`config.mk`:
```
export PLATFORM = sky130hd
export DESIGN_NAME = csa_accumulator
export DESIGN_NICKNAME = d
export VERILOG_FILES = /design/src/rtl/csa_accumulator.sv
export SDC_FILE = /design/constraint.sdc
export NUM_CORES = 1
export LEC_CHECK = 0
export ABC_AREA = 1
export CAP_MARGIN = 20
export CELL_PAD_IN_SITES_DETAIL_PLACEMENT = 0
export CELL_PAD_IN_SITES_GLOBAL_PLACEMENT = 1
export CORE_MARGIN = 2
export CORE_UTILIZATION = 32
export CTS_BUF_LIST = sky130_fd_sc_hd__clkbuf_2
export DETAILED_ROUTE_END_ITERATION = 8
export PLACE_DENSITY_LB_ADDON = 0.1
export SLEW_MARGIN = 40
export SYNTH_ARGS = -nofsm -noshare
export SYNTH_HDL_FRONTEND = slang
export SYNTH_SLANG_ARGS = --single-unit
```
`constraint.sdc`:
```
create_clock -name clk -period 4.5 [get_ports clk]
set_input_delay 0.45 -clock clk [delete_from_list [all_inputs] [get_ports clk]]
set_output_delay 0.45 -clock clk [all_outputs]
set_load 0.05 [all_outputs]
```
`src/rtl/csa_accumulator.sv`:
```
// Carry-save accumulator: one 3:2 compression per operand, chunked carry-propagate on in_last.
// Latency: sum presented WIDTH/CHUNK cycles after the last-beat handshake.
// Backpressure: in_ready only in ACCUM; result held until out_ready. Optional out_count via CSA_ACCUMULATOR_COUNT_EN.
module csa_accumulator #(
    parameter int WIDTH = 16,
    parameter int CHUNK = 4
) (
    input  logic             clk,
    input  logic             rst,
    input  logic             in_valid,
    output logic             in_ready,
    input  logic [WIDTH-1:0] in_data,
    input  logic             in_last,
    output logic             out_valid,
    input  logic             out_ready,
`ifdef CSA_ACCUMULATOR_COUNT_EN
    output logic [15:0]      out_count,
`endif
    output logic [WIDTH-1:0] out_data
);

    localparam int N  = WIDTH / CHUNK;
    localparam int IW = (N > 1) ? $clog2(N) : 1;
    localparam logic [IW-1:0] LAST_IDX = IW'(N - 1);

    typedef enum logic [1:0] {
        ACCUM   = 2'd0,
        RESOLVE = 2'd1,
        OUTPUT  = 2'd2
    } state_t;

    state_t          state_q, state_nxt;
    logic [WIDTH-1:0] s_q, c_q, result_q;
    logic             cy_q;
    logic [IW-1:0]    idx_q;

    logic             in_hs, out_hs;
    logic [WIDTH-1:0] maj;
    logic [CHUNK-1:0] s_chunk, c_chunk;
    logic [CHUNK:0]   csum;
    int               base;

    always_comb begin
        state_nxt = state_q;
        in_ready  = (state_q == ACCUM);
        out_valid = (state_q == OUTPUT);
        in_hs     = in_valid && in_ready;
        out_hs    = out_valid && out_ready;
        case (state_q)
            ACCUM:   if (in_hs && in_last)   state_nxt = RESOLVE;
            RESOLVE: if (idx_q == LAST_IDX)  state_nxt = OUTPUT;
            OUTPUT:  if (out_ready)          state_nxt = ACCUM;
            default:                         state_nxt = ACCUM;
        endcase
    end

    always_comb begin
        maj     = (s_q & c_q) | (s_q & in_data) | (c_q & in_data);
        base    = int'(idx_q) * CHUNK;
        s_chunk = s_q[base +: CHUNK];
        c_chunk = c_q[base +: CHUNK];
        csum    = {1'b0, s_chunk} + {1'b0, c_chunk} + (CHUNK + 1)'(cy_q);
    end

    always_ff @(posedge clk) begin
        if (rst) begin
            state_q  <= ACCUM;
            s_q      <= '0;
            c_q      <= '0;
            result_q <= '0;
            cy_q     <= 1'b0;
            idx_q    <= '0;
        end else begin
            state_q <= state_nxt;
            case (state_q)
                ACCUM: begin
                    if (in_hs) begin
                        s_q <= s_q ^ c_q ^ in_data;
                        // carry out of the top bit is outside the modulus
                        c_q <= {maj[WIDTH-2:0], 1'b0};
                    end
                end
                RESOLVE: begin
                    result_q[base +: CHUNK] <= csum[CHUNK-1:0];
                    cy_q                    <= csum[CHUNK];
                    idx_q                   <= (idx_q == LAST_IDX) ? '0 : idx_q + 1'b1;
                end
                OUTPUT: begin
                    if (out_ready) begin
                        s_q   <= '0;
                        c_q   <= '0;
                        cy_q  <= 1'b0;
                        idx_q <= '0;
                    end
                end
                default: ;
            endcase
        end
    end

    assign out_data = result_q;

`ifdef CSA_ACCUMULATOR_COUNT_EN
    logic [15:0] cnt_q;

    always_ff @(posedge clk) begin
        if (rst) begin
            cnt_q <= '0;
        end else if (out_hs) begin
            cnt_q <= '0;
        end else if (in_hs && (cnt_q != 16'hFFFF)) begin
            cnt_q <= cnt_q + 16'd1;
        end
    end

    assign out_count = cnt_q;
`endif

endmodule
```
==> out/metrics.cfg <==
[status]
status=finished, final reports clean

[route]
routed_wirelength_um=7050
wl_per_cell_um=14.8
drtIter0Drc=102
ant_nets=0
drt-vias-per-instance=4.93
drc_errors=0
firstDrtPassIters=4
num_vias=2353

[sta]
slew_violations=0
relSlewSlack=0.526
finalSetupTns_ps=0
setup_viol=0
fin_crit_sh=0.619
fin_hold_ws_ps=482
worst_slew_pin_slew_ps=709
rsz0062_at_grt=false
max_freq_mhz=359
skew_ps=11.2
fin_crit_ps=2780
timing_hold_violations_final=0

[finish]
drive_above_1_share=0.0457
n_antenna_cell=0
fin_util=0.388
final_cells=477
area_growth_pct=17.8
n_fill_cell=893
final_nets=418

[power_and_ir_drop]
p_leak_nw=1.18
peakVddDrop_mv=0.123
powerDensity_mw_per_mm2=275

[placed_design]
dp_cells=469
place_hpwl_um=4930
gp_congestion=0.803
numPortBuffers=38

[clocking]
root_buffer=clkbuf_2
cts_tree=done
cts.sink_count=52
cts_setup_buffers=0
cts-htree-levels=2
holdBufCountCts=0
clk_latency_ps=430
cts_buffers=5
cts_max_path_buffers=2
post_cts_resize_count=0
cts.reportedPaths.clkPinSlew_ps=260

[grt]
grt_pass1_wl_um=11600
grt_max_degree=35
grt_usage=0.164
grt_pass1_vias=2252
grt_antenna_before_repair=0
grt-ovfl-total=0

[synthesis]
synth_seq_area_share=0.384
yosys_warnings=0
ys_ff_latch=52
synthCells=343
postSynthAreaPerCell_sq_um=7.90
synth_area_sq_mm=0.00271
synth_cell_types=21
syn_nets=390

[floorplan]
fp.dieW_um=96.0
die-area_sq_mm=0.00922
rows=33
die_h_um=96.0
io_pins=39
fp.coreArea_sq_mm=0.00822
start_util=0.330

[flow_run]
drv_cap=0

[setup_path]
cp_data_arrival_time_ps=3180
reg2reg_depth=10
end_kind=flip-flop
worstPathRequired_ps=4890
crit_type=reg -> reg
worst_setup_path_start_kind=flip-flop
path_max_fanout=13

[worst_hold_path]
hold_depth=2
worstHoldPathType=reg -> reg

[synthesized netlist by cell type, drive strengths merged]
| master | count | area, sq um |
|---|---|---|
| nand3 | 41 | 205 |
| o22ai | 7 | 43.8 |
| nor2 | 30 | 120 |
| nand4 | 2 | 12.5 |
| clkinv | 1 | 3.75 |
| a21oi | 50 | 250 |
| o21ai | 18 | 90.1 |
| a22oi | 5 | 37.5 |
| nand2 | 68 | 255 |
| or2 | 2 | 12.5 |
| fa | 16 | 320 |
| clkbuf | 10 | 37.5 |
| inv | 17 | 63.8 |
| ha | 10 | 125 |
| nor3 | 2 | 15.0 |
| xor2 | 2 | 17.5 |
| dfxtp | 52 | 1040 |
| buf | 10 | 57.6 |
[worst max-delay path, stage by stage (launching register included)]
cell	delay, ps
dfxtp_1	660
inv_1	300
o21ai_0	140
o22ai_1	110
fa_1	460
fa_1	430
xor2_1	250
nand2_1	90
nor2_1	140
a22oi_1	80
nor2_1	90
[path summary, 6_finish.rpt]
| kind | from | endpoint | slack, ps |
|---|---|---|---|
| setup / recovery | idx_q[1] | out_data[6] | 1720 |
| hold / removal | out_data[15] | out_data[15] | 480 |
| setup reg to reg | idx_q[1] | out_data[6] | 1720 |
| hold reg to reg | out_data[15] | out_data[15] | 480 |
[through the flow]
| stage | power [mW] | setup slack (ps) | cell area, sq um |
|---|---|---|---|
| 2_1_floorplan | 0.636 | 2090 | 2710 |
| 3_3_place_gp | 0.697 | 1570 | 3150 |
| 3_5_place_dp | 0.699 | 1440 | 3150 |
| 4_1_cts | 0.892 | 1380 | 3190 |
| 5_1_grt | 0.937 | 1280 | 3190 |
| 6_report | 0.879 | 1720 | 3190 |
[registers in the layout, indices dropped and copies added, names as in the netlist]
signal / cells
c_q: 15
cy_q: 1
idx_q: 2
out_data: 16
s_q: 16
state_q: 2
[where the power goes]
group / switching (mW) / internal [mW]
Combinational: 0.106 / 0.0715
Clock: 0.149 / 0.0415
Sequential: 0.0280 / 0.483
Total: 0.283 / 0.596
[layout make-up]
type	count	area [sq um]	share of cell area
clock buffers	7	35.0	0.0110
clock inverters	1	3.75	0.00118
inverters	18	67.6	0.0212
multi-input cells	253	1510	0.473
flip-flops and latches	52	1040	0.327
well taps	105	131	0.0412
repair buffers	41	403	0.126
[layer usage]
layer,global-route usage,wire [um]
met3,0.0282,198
met4,0.0357,67
met5,0,0
met2,0.251,3110
met1,0.242,3670
[cell usage in the layout, fill, tap and decap left out]
master           Yosys  final
nand2_1             68     67
dfxtp_1             52     51
a21oi_1             50     50
nand3_1             41     41
clkdlybuf4s50_1      0     38
nor2_1              29     29
o21ai_0             18     18
inv_1               17     16
fa_1                16     16
ha_1                10     10
o22ai_1              7      7
clkbuf_2             0      7
a22oi_1              5      5
buf_4                3      3
or2_2                2      2
xor2_1               2      2
clkinv_1             1      2
nand4_1              2      2
nor2_4               1      1
nor3_1               1      1
nand2_2              0      1
inv_2                0      1
nor3_2               1      1
dfxtp_2              0      1
[logic make-up after synthesis]
family | count (synthesis) | synth area share
buf+inv | 38 | 0.0600
simple gates | 145 | 0.229
flops | 52 | 0.384
compound gates | 80 | 0.156
xor+xnor | 2 | 0.00647
fa+ha+maj | 26 | 0.164
No activity file was read; power rests on OpenSTA's default activity.
==> patch 1: new RTL, same settings <==
The 3 states of `state_t` get a one-hot encoding in 3 bits.
--- a/src/rtl/csa_accumulator.sv
+++ b/src/rtl/csa_accumulator.sv
@@ -23,10 +23,10 @@
     localparam int IW = (N > 1) ? $clog2(N) : 1;
     localparam logic [IW-1:0] LAST_IDX = IW'(N - 1);
 
-    typedef enum logic [1:0] {
-        ACCUM   = 2'd0,
-        RESOLVE = 2'd1,
-        OUTPUT  = 2'd2
+    typedef enum logic [2:0] {
+        ACCUM   = 3'b001,
+        RESOLVE = 3'b010,
+        OUTPUT  = 3'b100
     } state_t;
 
     state_t          state_q, state_nxt;
Check against the original RTL: no difference found for any inputs over 4 cycles, from zero or initial values and one cycle with rst high; so few cycles prove little.
==> patch 1 against the original RTL <==
Sequential cell count increased by 1; final area grew 8.8%; clock skew is 0.015 ns higher; non-clock buffer count is 1 lower; first-iteration DRC count down 51%; area after synthesis up 11%; setup slack got worse by 0.57 ns; wire length fell by 3.1%; global-route usage is 1.7 points lower; largest cell class unchanged.
Power is not compared: it rests on default switching activity, and its combinational part moved more than twofold at a synthesized area within 25%.
==> patch 1: results (changes against the original RTL) <==
- Reg2Reg Depth: 11 (was 10)
- Detail Placement HPWL: 5150 microns (was 4930 microns)
- Worst-Margin Slew: 0.671 ns (was 0.709 ns)
- Final Skew: 0.0261 ns (was 0.0112 ns)
- Vias in the first global route: 2400 (was 2252)
- FFs w/ async S/R, synth: 0% (unchanged)
- Crit-path max FO: 20 (was 13)
- Worst skew pair latency: 0.45 ns (was 0.43 ns)
- Largest net degree at the start of global routing: 60 (was 35)
- Post-synthesis compound-gate area fraction: 16.3% (was 15.6%)
- CP Launch Point: idx_q[0] (was idx_q[1])
- Met1 GRT Util: 19.0% (was 24.2%)
- Post-synthesis xor/xnor area fraction: 0.582% (was 0.647%)
- Hold Crit Class: input pin to flip-flop (was flip-flop to flip-flop)
- Iter 0 DRT Violations: 50 (was 102)
- NumNets Final: 464 (was 418)
- Status: complete, no violations (unchanged)
- Multiplexer area fraction after synthesis: 0% (unchanged)
- Largest cells by area after synthesis: dfxtp_1 35%, fa_1 11%, nand2_1 7.9%, a21oi_1 6.8%, inv_1 6.7% (was dfxtp_1 38%, fa_1 12%, nand2_1 9.4%, a21oi_1 9.2%, nand3_1 7.6%)
- Total GRT Usage: 14.7% (was 16.4%)
- Synth Area in Adders: 14.8% (was 16.4%)
- Post-synthesis sequential area ratio: 35.2% (was 38.4%)
- Met1 wire length: 3250 microns (was 3670 microns)
- Crit path DAT: 3.77 ns (was 3.18 ns)
- CP max stage delay: 0.79 ns (was 0.66 ns)
- Global-route wire length before repair: 11800 microns (was 11600 microns)
- Top post-synthesis cells by count: 63 x nand2_1, 54 x inv_1, 53 x dfxtp_1 (was 68 x nand2_1, 52 x dfxtp_1, 50 x a21oi_1)
- WL final: 6830 microns (was 7050 microns)
- Number of H-tree levels: 2 (unchanged)
- Gpl congestion: 0.739 (was 0.803)
- Hold endpoint: s_q[11] (was out_data[15])
- Met3 Usage GRT: 2.50% (was 2.82%)
- DR WL met2: 3250 microns (was 3110 microns)
- Vias: 2448 (was 2353)
- Synth cell types: 29 (was 21)
- Clock Pin Slew Worst Setup and Hold Paths: 0.29 ns (was 0.26 ns)
- Post-synthesis net count: 432 (was 390)
==> patch 1: cell types whose count changed after synthesis, moves of 9 or more <==
cell / delta
a21oi_1: -9
inv_1: +37
nand2_2: +10
nand3_1: -29
nor2_2: +10
o21ai_0: +14
o21ai_2: +10
==> patch 1: area by class of cell <==
| type | instances | area (sq um) |
|---|---|---|
| clock buffers | 6 | 30.0 |
| clock inverters | 2 | 15.0 |
| fillers | 1002 | 5720 |
| inverters | 58 | 218 |
| multi-input cells | 259 | 1620 |
| flip-flops and latches | 53 | 1060 |
| well taps | 111 | 139 |
| repair buffers | 40 | 390 |
==> patch 1: through the flow <==
stage	setup slack (ns)	total power, mW	std cells	hold WS [ns]
after CTS	1.12	1.20	529	0.484
after floorplan	1.98	0.908	385	0.465
after global placement	1.29	0.986	521	0.451
after global routing	0.787	1.28	529	0.329
after detailed placement	1.18	0.992	521	0.456
final	1.14	1.17	529	0.379
==> patch 2: new RTL, same flow settings <==
Made on the original files. Build with the macro `CSA_ACCUMULATOR_COUNT_EN` defined.
--- a/src/rtl/csa_accumulator.sv
+++ b/src/rtl/csa_accumulator.sv
@@ -1,6 +1,8 @@
 // Carry-save accumulator: one 3:2 compression per operand, chunked carry-propagate on in_last.
 // Latency: sum presented WIDTH/CHUNK cycles after the last-beat handshake.
 // Backpressure: in_ready only in ACCUM; result held until out_ready. Optional out_count via CSA_ACCUMULATOR_COUNT_EN.
+`define CSA_ACCUMULATOR_COUNT_EN
+
 module csa_accumulator #(
     parameter int WIDTH = 16,
     parameter int CHUNK = 4
Formal check against the unedited RTL (old outputs only; new: out_count): equivalent (equiv_simple and equiv_induct, registers matched by name and starting in step).
==> patch 2 against the original RTL <==
Global-route usage shrank 0.69 points; cell count grew 43%; final area grew 39%; synthesized cell count grew 42%; wire length grew 34%; setup slack lost 0.57 ns; sequential cell count grew 16; power grew 36%; count of clock-buffer cells in the layout grew 5; area after synthesis grew 36%.
==> patch 2: results (changes against the original RTL) <==
- Sink Count: 68 (was 52)
- Iter 0 DRT Violations: 125 (was 102)
- Post-synthesis net count: 536 (was 390)
- Signal buffers: 58 (was 41)
- Switching Fraction: 30.9% (was 32.2%)
- Vias per cell: 4.86 (was 4.93)
- TritonCTS Buffers: 9 (was 5)
- DR WL met2: 4130 microns (was 3110 microns)
- Placed insts: 666 (was 469)
- Vias: 3310 (was 2353)
- Non-clk buf share: 12.8% (was 12.6%)
- Crit-path max FO: 24 (was 13)
- Leak Pwr: 1.61 nW (was 1.18 nW)
- DP Area: 4320 sq um (was 3150 sq um)
- Non-clock inverters: 29 (was 18)
- Worst slew margin: 45.6% (was 52.6%)
- Number of H-tree levels: 3 (was 2)
- Multi-input gates: 368 (was 253)
- Clock Pin Slew Worst Setup and Hold Paths: 0.18 ns (was 0.26 ns)
- Met2 usage: 23.6% (was 25.1%)
- CP max stage delay: 0.84 ns (was 0.66 ns)
- Synth cell types: 29 (was 21)
- Top post-synthesis cells by count: 128 x nand2_1, 68 x dfxtp_1, 55 x a21oi_1 (was 68 x nand2_1, 52 x dfxtp_1, 50 x a21oi_1)
- DR WL met3: 368 microns (was 198 microns)
- Max Used Layer: met4 (unchanged)
- Gpl congestion: 0.795 (was 0.803)
- Routed len/inst: 13.9 microns (was 14.8 microns)
- Port-buffer cells: 54 (was 38)
- NumNets Final: 582 (was 418)
- Met3 Usage GRT: 3.86% (was 2.82%)
- CLK BUF: 12 (was 7)
- Place WS: 1.18 ns (was 1.44 ns)
- Layout cells sized above 1: 7.99% (was 4.57%)
- Detail Placement HPWL: 6720 microns (was 4930 microns)
- Multi-input combinational area share: 47.7% (was 47.3%)
- Largest cells by area after synthesis: dfxtp_1 37%, nand2_1 13%, fa_1 8.7%, a21oi_1 7.5%, nand3_1 5.4% (was dfxtp_1 38%, fa_1 12%, nand2_1 9.4%, a21oi_1 9.2%, nand3_1 7.6%)
- Total GRT Usage: 15.7% (was 16.4%)
- Clock buf/inv share: 2.24% (was 1.22%)
- Fill cells: 1225 (was 893)
- Sequential power: 0.653 mW (was 0.511 mW)
- Crit path DAT: 3.82 ns (was 3.18 ns)
- Overall power: 1.20 mW (was 0.879 mW)
- Synth Instances: 488 (was 343)
- Post-synthesis sequential area ratio: 36.9% (was 38.4%)
- Largest net degree at the start of global routing: 53 (was 35)
- Vias in the first global route: 3065 (was 2252)
- Combinational fraction of design power: 16.6% (was 20.2%)
- FF+latch area: 1360 sq um (was 1040 sq um)
- Status: complete, no violations (unchanged)
[patch 2: cell types whose count changed after synthesis, sizes merged, moves of 3 or more]
cell    before  now
buf         10    7
nor2        30   50
nand4        2    6
a21oi       50   65
clkbuf      10   16
inv         17   28
dfxtp       52   68
nand2       68  133
xnor2        0    4
o21ai       18   24
[patch 2: path summary, 6_finish.rpt]
check	slack [ns]	end	cells after the start	startpoint
worst max-delay path	1.15	out_data[6]	10	idx_q[0]
worst max register to register	1.15	out_data[6]	10	idx_q[0]
worst min-delay path	0.48	out_data[11]	2	out_data[11]
worst min register to register	0.48	out_data[11]	2	out_data[11]
[patch 2: kinds of logic (layout without fill, tap and decap cells)]
kind of cell	after synthesis	in the layout	share of synthesized area [%]
xor gates and xnor gates	8	8	1.90
adders and majority gates	27	27	12.4
buffers and inverters	52	102	5.97
and+or+nand+nor	230	230	26.9
DFF	68	68	36.9
AOI/OAI and AO/OA	103	103	15.9
